[config.mk]
export PLATFORM = sky130hd
export DESIGN_NAME = fir_frame_collector
export DESIGN_NICKNAME = d
export VERILOG_FILES = /design/src/rtl/fir_frame_collector.sv
export SDC_FILE = /design/constraint.sdc
export NUM_CORES = 1
export LEC_CHECK = 0
export BUFFER_PORTS_ARGS = -buffer_cell sky130_fd_sc_hd__buf_2
export CORE_MARGIN = 2
export CORE_UTILIZATION = 50
export CTS_CLUSTER_SIZE = 20
export DETAILED_ROUTE_END_ITERATION = 6
export GPL_TIMING_DRIVEN = 1
export PLACE_DENSITY = 0.7
export SLEW_MARGIN = 10
export SYNTH_ARGS = -nofsm -noshare
export SYNTH_HDL_FRONTEND = slang
export SYNTH_SLANG_ARGS = --single-unit
export TNS_END_PERCENT = 1
[constraint.sdc]
create_clock -name clk -period 3.9 [get_ports clk]
set_clock_uncertainty 0.1 [all_clocks]
set_input_delay 0.39 -clock clk [delete_from_list [all_inputs] [get_ports clk]]
set_output_delay 0.39 -clock clk [all_outputs]
set_load 0.05 [all_outputs]
[src/rtl/fir_frame_collector.sv]
// fir_frame_collector
//   Sink end of the FIR output stream. Packs FRAME_LEN consecutive valid
//   samples into one frame and hands complete frames to the downstream FFT
//   stage over a valid/ready handshake. Two storage banks are used ping-pong
//   style so one frame can fill while the other waits to be read.
//
// Ports
//   clk          in   rising-edge clock
//   rst          in   synchronous, active-high reset (discards all stored data)
//   fir_valid    in   fir_d holds a valid sample this cycle
//   fir_d        in   FIR output sample (signed, passed through unmodified)
//   frame_clr    in   discard the partially filled frame
//   frame_ready  in   downstream accepts the presented frame this cycle
//   frame_valid  out  a complete frame is presented
//   frame_data   out  frame; sample k at [k*DATA_W +: DATA_W], k=0 is oldest
//   frame_idx    out  sequence number of the presented frame (wraps 255->0)
//   drop_pulse   out  one-cycle pulse: a sample was discarded (both banks full)
module fir_frame_collector #(
  parameter int DATA_W    = 16,
  parameter int FRAME_LEN = 16,
  parameter int IDX_W     = $clog2(FRAME_LEN)
) (
  input  logic                        clk,
  input  logic                        rst,
  input  logic                        fir_valid,
  input  logic [DATA_W-1:0]           fir_d,
  input  logic                        frame_clr,
  input  logic                        frame_ready,
  output logic                        frame_valid,
  output logic [DATA_W*FRAME_LEN-1:0] frame_data,
  output logic [7:0]                  frame_idx,
  output logic                        drop_pulse
);

  typedef enum logic [1:0] {
    EMPTY   = 2'd0,
    FILLING = 2'd1,
    FULL    = 2'd2
  } bank_state_t;

  localparam logic [IDX_W-1:0] LAST_IDX = IDX_W'(FRAME_LEN - 1);

  bank_state_t       bank_state [2];
  logic [DATA_W-1:0] bank_mem   [2][FRAME_LEN];
  logic              wr_bank;
  logic              rd_bank;
  logic [IDX_W-1:0]  wr_idx;
  logic              handshake;

  // The read side is a pure decode of the registered bank state, so the frame
  // appears the cycle after its last sample is written and stays stable.
  assign frame_valid = (bank_state[rd_bank] == FULL);
  assign handshake   = frame_valid & frame_ready;

  always_comb begin
    frame_data = '0;
    for (int k = 0; k < FRAME_LEN; k++) begin
      frame_data[k*DATA_W +: DATA_W] = bank_mem[rd_bank][k];
    end
  end

  always_ff @(posedge clk) begin
    if (rst) begin
      bank_state[0] <= EMPTY;
      bank_state[1] <= EMPTY;
      wr_bank       <= 1'b0;
      rd_bank       <= 1'b0;
      wr_idx        <= '0;
      frame_idx     <= 8'd0;
      drop_pulse    <= 1'b0;
      for (int b = 0; b < 2; b++) begin
        for (int k = 0; k < FRAME_LEN; k++) begin
          bank_mem[b][k] <= '0;
        end
      end
    end else begin
      drop_pulse <= 1'b0;

      // A handshaken bank is only visible as EMPTY to the write side from the
      // next cycle, because the write side below tests the current state.
      // The read bank is FULL and the write bank never is when writing, so
      // the two updates never target the same bank entry.
      if (handshake) begin
        bank_state[rd_bank] <= EMPTY;
        rd_bank             <= ~rd_bank;
        frame_idx           <= frame_idx + 8'd1;
      end

      if (frame_clr) begin
        // Only a partial frame is discarded; completed frames are kept.
        wr_idx <= '0;
        if (bank_state[wr_bank] == FILLING) begin
          bank_state[wr_bank] <= EMPTY;
        end
      end else if (fir_valid) begin
        if (bank_state[wr_bank] == FULL) begin
          drop_pulse <= 1'b1;
        end else begin
          bank_mem[wr_bank][wr_idx] <= fir_d;
          if (wr_idx == LAST_IDX) begin
            bank_state[wr_bank] <= FULL;
            wr_idx              <= '0;
            wr_bank             <= ~wr_bank;
          end else begin
            bank_state[wr_bank] <= FILLING;
            wr_idx              <= wr_idx + 1'b1;
          end
        end
      end
    end
  end

endmodule
==> impl_metrics.env <==
export IMPL_cts_resized=0
export IMPL_die_w_um=213
export IMPL_finish_net_count=1760
export IMPL_synth_top_family_by_area="multiplexers"
export IMPL_post_cts_setup_buffer_count=0
export IMPL_setup_worst_path_end_class="output port"
export IMPL_final_routed_drc_violation_total=0
export IMPL_setup_tns_ns=0
export IMPL_routedWlPerCell_um=26.8
export IMPL_design_power_total_uw=13100
export IMPL_layout_cells_most_common_list="sky130_fd_sc_hd__edfxtp_1, sky130_fd_sc_hd__buf_2, sky130_fd_sc_hd__mux2_2"
export IMPL_setup_viol_count_final=0
export IMPL_post_dp_cell_area_um2=24300
export IMPL_start_util=0.507
export IMPL_dieHeight_um=213
export IMPL_synthDominantCellAreaShare=0.710
export IMPL_asyncSetResetFlopFracSynth=0
export IMPL_h_tree_depth=2
export IMPL_mostFrequentLayoutCell="sky130_fd_sc_hd__edfxtp_1"
export IMPL_globalRouteTotalUtil=0.276
export IMPL_synth_compound_gate_area_share=0.0233
export IMPL_cts_hold_buf=0
export IMPL_grt_first_pass_wirelength_um=88500
export IMPL_layout_worst_path_cycle_share=0.723
export IMPL_holdCritPathClass="in2reg"
export IMPL_yosys_area_top_type="sky130_fd_sc_hd__edfxtp_1"
export IMPL_fin_crit_ns=2.82
export IMPL_max_clock_freq_mhz=355
export IMPL_worst_ep_arrival_time_ns=2.33
export IMPL_synthAdderAreaFrac=0.00287
export IMPL_synth_area_per_cell_um2=15.4
export IMPL_synthesized_area_fraction_occupied_by_xor_and_xnor_cells=0
export IMPL_tritoncts_num_buffers=51
export IMPL_synth_mux_area_frac=0.137
export IMPL_worstSetupStartpointType="flip-flop"
export IMPL_max_slew_headroom=0.316
export IMPL_globalRouteOverflowTotal=0
export IMPL_number_of_global_route_vias_before_repair=12900
export IMPL_fp_dieArea_um2=45300
export IMPL_route_final_wire_length_um=63300
export IMPL_synth_warning_count=0
export IMPL_timing_hold_violations_final=0
export IMPL_finish_cell_count_without_fillers=2360
export IMPL_final_fill_count=3217
export IMPL_io_buffer_count=286
export IMPL_synth_top_cells_by_area="sky130_fd_sc_hd__edfxtp_1, sky130_fd_sc_hd__mux2_2, sky130_fd_sc_hd__nor2_1, sky130_fd_sc_hd__dfxtp_1, sky130_fd_sc_hd__a41o_1"
export IMPL_cts_root_buffer_cell="sky130_fd_sc_hd__clkbuf_16"
export IMPL_synthesis_nets=1447
export IMPL_cp_data_required_time_ns=3.41
export IMPL_clkSinkCount=533
export IMPL_cts_path_max_buffers=3
export IMPL_tritoncts="yes"
export IMPL_worst_setup_path_type="reg2out"
export IMPL_rsz_0062_raised_after_global_routing="no"
export IMPL_transition_at_the_pin_with_the_smallest_max_transition_slack_ns=1.02
export IMPL_power_density_nw_per_um2=506
export IMPL_gp_congestion=0.909
export IMPL_mappedNetlistArea_um2=21800
export IMPL_ant_nets=0
export IMPL_crit_fanout=61
export IMPL_final_area_um2=25900
export IMPL_pin_count=287
export IMPL_placementRows=76
export IMPL_number_of_vias_in_the_routed_layout=13700
export IMPL_grt_max_degree=108
export IMPL_synthSimpleGateAreaFrac=0.0881
export IMPL_hpwl_dp_um=42800
export IMPL_synth_enable_flop_cells=516
export IMPL_timing_max_transition_violations_final=0
export IMPL_syn2layout_area_growth_pct=18.8
export IMPL_worst_skew_pair_late_latency_ns=0.57
export IMPL_drive_above_1_share=0.407
export IMPL_place_detailed_instances=2266
export IMPL_synth_sequential_area_ratio=0.725
export IMPL_grt_antenna_before_repair=1
export IMPL_synth_seq_cells=533
export IMPL_rr_startpoint="wr_idx[0]"
export IMPL_clk_pin_slew_ns=0.06
export IMPL_cap_viol_max_count=0
export IMPL_min_delay_startpoint="fir_valid"
export IMPL_drtPass1Iterations=5
export IMPL_core_box_area_um2=43100
export IMPL_ys_flop_type="sky130_fd_sc_hd__edfxtp_1"
export IMPL_detail_route_iter0_violations=1844
export IMPL_yosysUniqueCellTypes=44
export IMPL_outcome="complete, no violations"
export IMPL_syn_instance_count=1421
export IMPL_leakagePower_uw=0.00992
export IMPL_route_detailed_vias_per_inst=5.80
export IMPL_vdd_ir_drop_worst_v=0.000330
worst paths after layout:
| path | end | slack (ns) | cells after the start |
|---|---|---|---|
| worst max-delay path | frame_data[217] | 1.08 | 3 |
| worst max register to register | bank_mem[1][231] | 1.13 | 5 |
| worst min register to register | rd_bank | 0.43 | 2 |
| worst min-delay path | wr_idx[0] | 0.04 | 3 |
logic make-up after synthesis:
| logic type | Yosys count |
|---|---|
| multiplexers | 265 |
| AND/OR/NAND/NOR | 434 |
| adder cells (fa/ha/maj) | 5 |
| buffers and inverters | 122 |
| flip-flops | 533 |
| AO/OA/AOI/OAI | 62 |
critical path: stages, from the launching register on:
cell,delay [ns]
sky130_fd_sc_hd__dfxtp_4,0.39
sky130_fd_sc_hd__buf_4,0.65
sky130_fd_sc_hd__mux2_2,0.45
sky130_fd_sc_hd__buf_2,0.22
cell usage after synthesis (4+ instances only):
cell and count:
sky130_fd_sc_hd__clkbuf_1 45, sky130_fd_sc_hd__mux2_2 264, sky130_fd_sc_hd__a211oi_1 5, sky130_fd_sc_hd__edfxtp_1 516, sky130_fd_sc_hd__inv_1 21, sky130_fd_sc_hd__nor3_1 17
sky130_fd_sc_hd__nand4_1 8, sky130_fd_sc_hd__a21oi_1 10, sky130_fd_sc_hd__nor4_1 34, sky130_fd_sc_hd__dfxtp_1 17, sky130_fd_sc_hd__nor2b_1 24, sky130_fd_sc_hd__ha_1 5
sky130_fd_sc_hd__buf_2 45, sky130_fd_sc_hd__o21ai_0 4, sky130_fd_sc_hd__a41o_1 30, sky130_fd_sc_hd__o31ai_1 4, sky130_fd_sc_hd__nand2_1 68, sky130_fd_sc_hd__nor2_1 251
sky130_fd_sc_hd__buf_1 9, sky130_fd_sc_hd__nand3_1 10
power breakdown:
part | switching (uW) | internal [uW] | total [uW]
logic | 1180 | 381 | 1560
clock network | 2090 | 2890 | 4980
registers | 79.1 | 6510 | 6590
metal layers:
layer,global-route usage,vias up,part of all wire,wire [um]
li1,-,5916,-,-
met1,0.396,6806,0.40,25500
met2,0.431,854,0.47,29800
met3,0.0478,105,0.097,6130
met4,0.0878,0,0.030,1900
met5,0,-,0,0
registers in the layout, indices dropped and copies added (netlist names), named ones only:
register and count:
bank_mem 512, bank_state 4, drop_pulse 1, frame_idx 8
rd_bank 1, wr_bank 1, wr_idx 4
final cells by class:
| cell class | count | area, um^2 | area share |
|---|---|---|---|
| flip-flops and latches | 533 | 15800 | 0.610 |
| well taps | 585 | 732 | 0.0282 |
| diodes | 1 | 2.50 | 0.0000965 |
| multi-input cells | 766 | 5570 | 0.215 |
| repair buffers | 360 | 2050 | 0.0790 |
| clock buffers | 68 | 1380 | 0.0533 |
| clock inverters | 25 | 283 | 0.0109 |
| inverters | 22 | 82.6 | 0.00318 |
stage by stage:
step / hold WS [ns] / setup WS, ns / utilization
2_1_floorplan: 0.381 / 0.773 / -
3_3_place_gp: 0.392 / 1.21 / 0.564
3_5_place_dp: 0.407 / 1.13 / 0.564
4_1_cts: 0.0228 / 1.07 / 0.602
5_1_grt: 0.0413 / 0.969 / 0.602
6_report: 0.0357 / 1.08 / 0.602
(Power assumes the default switching activity.)
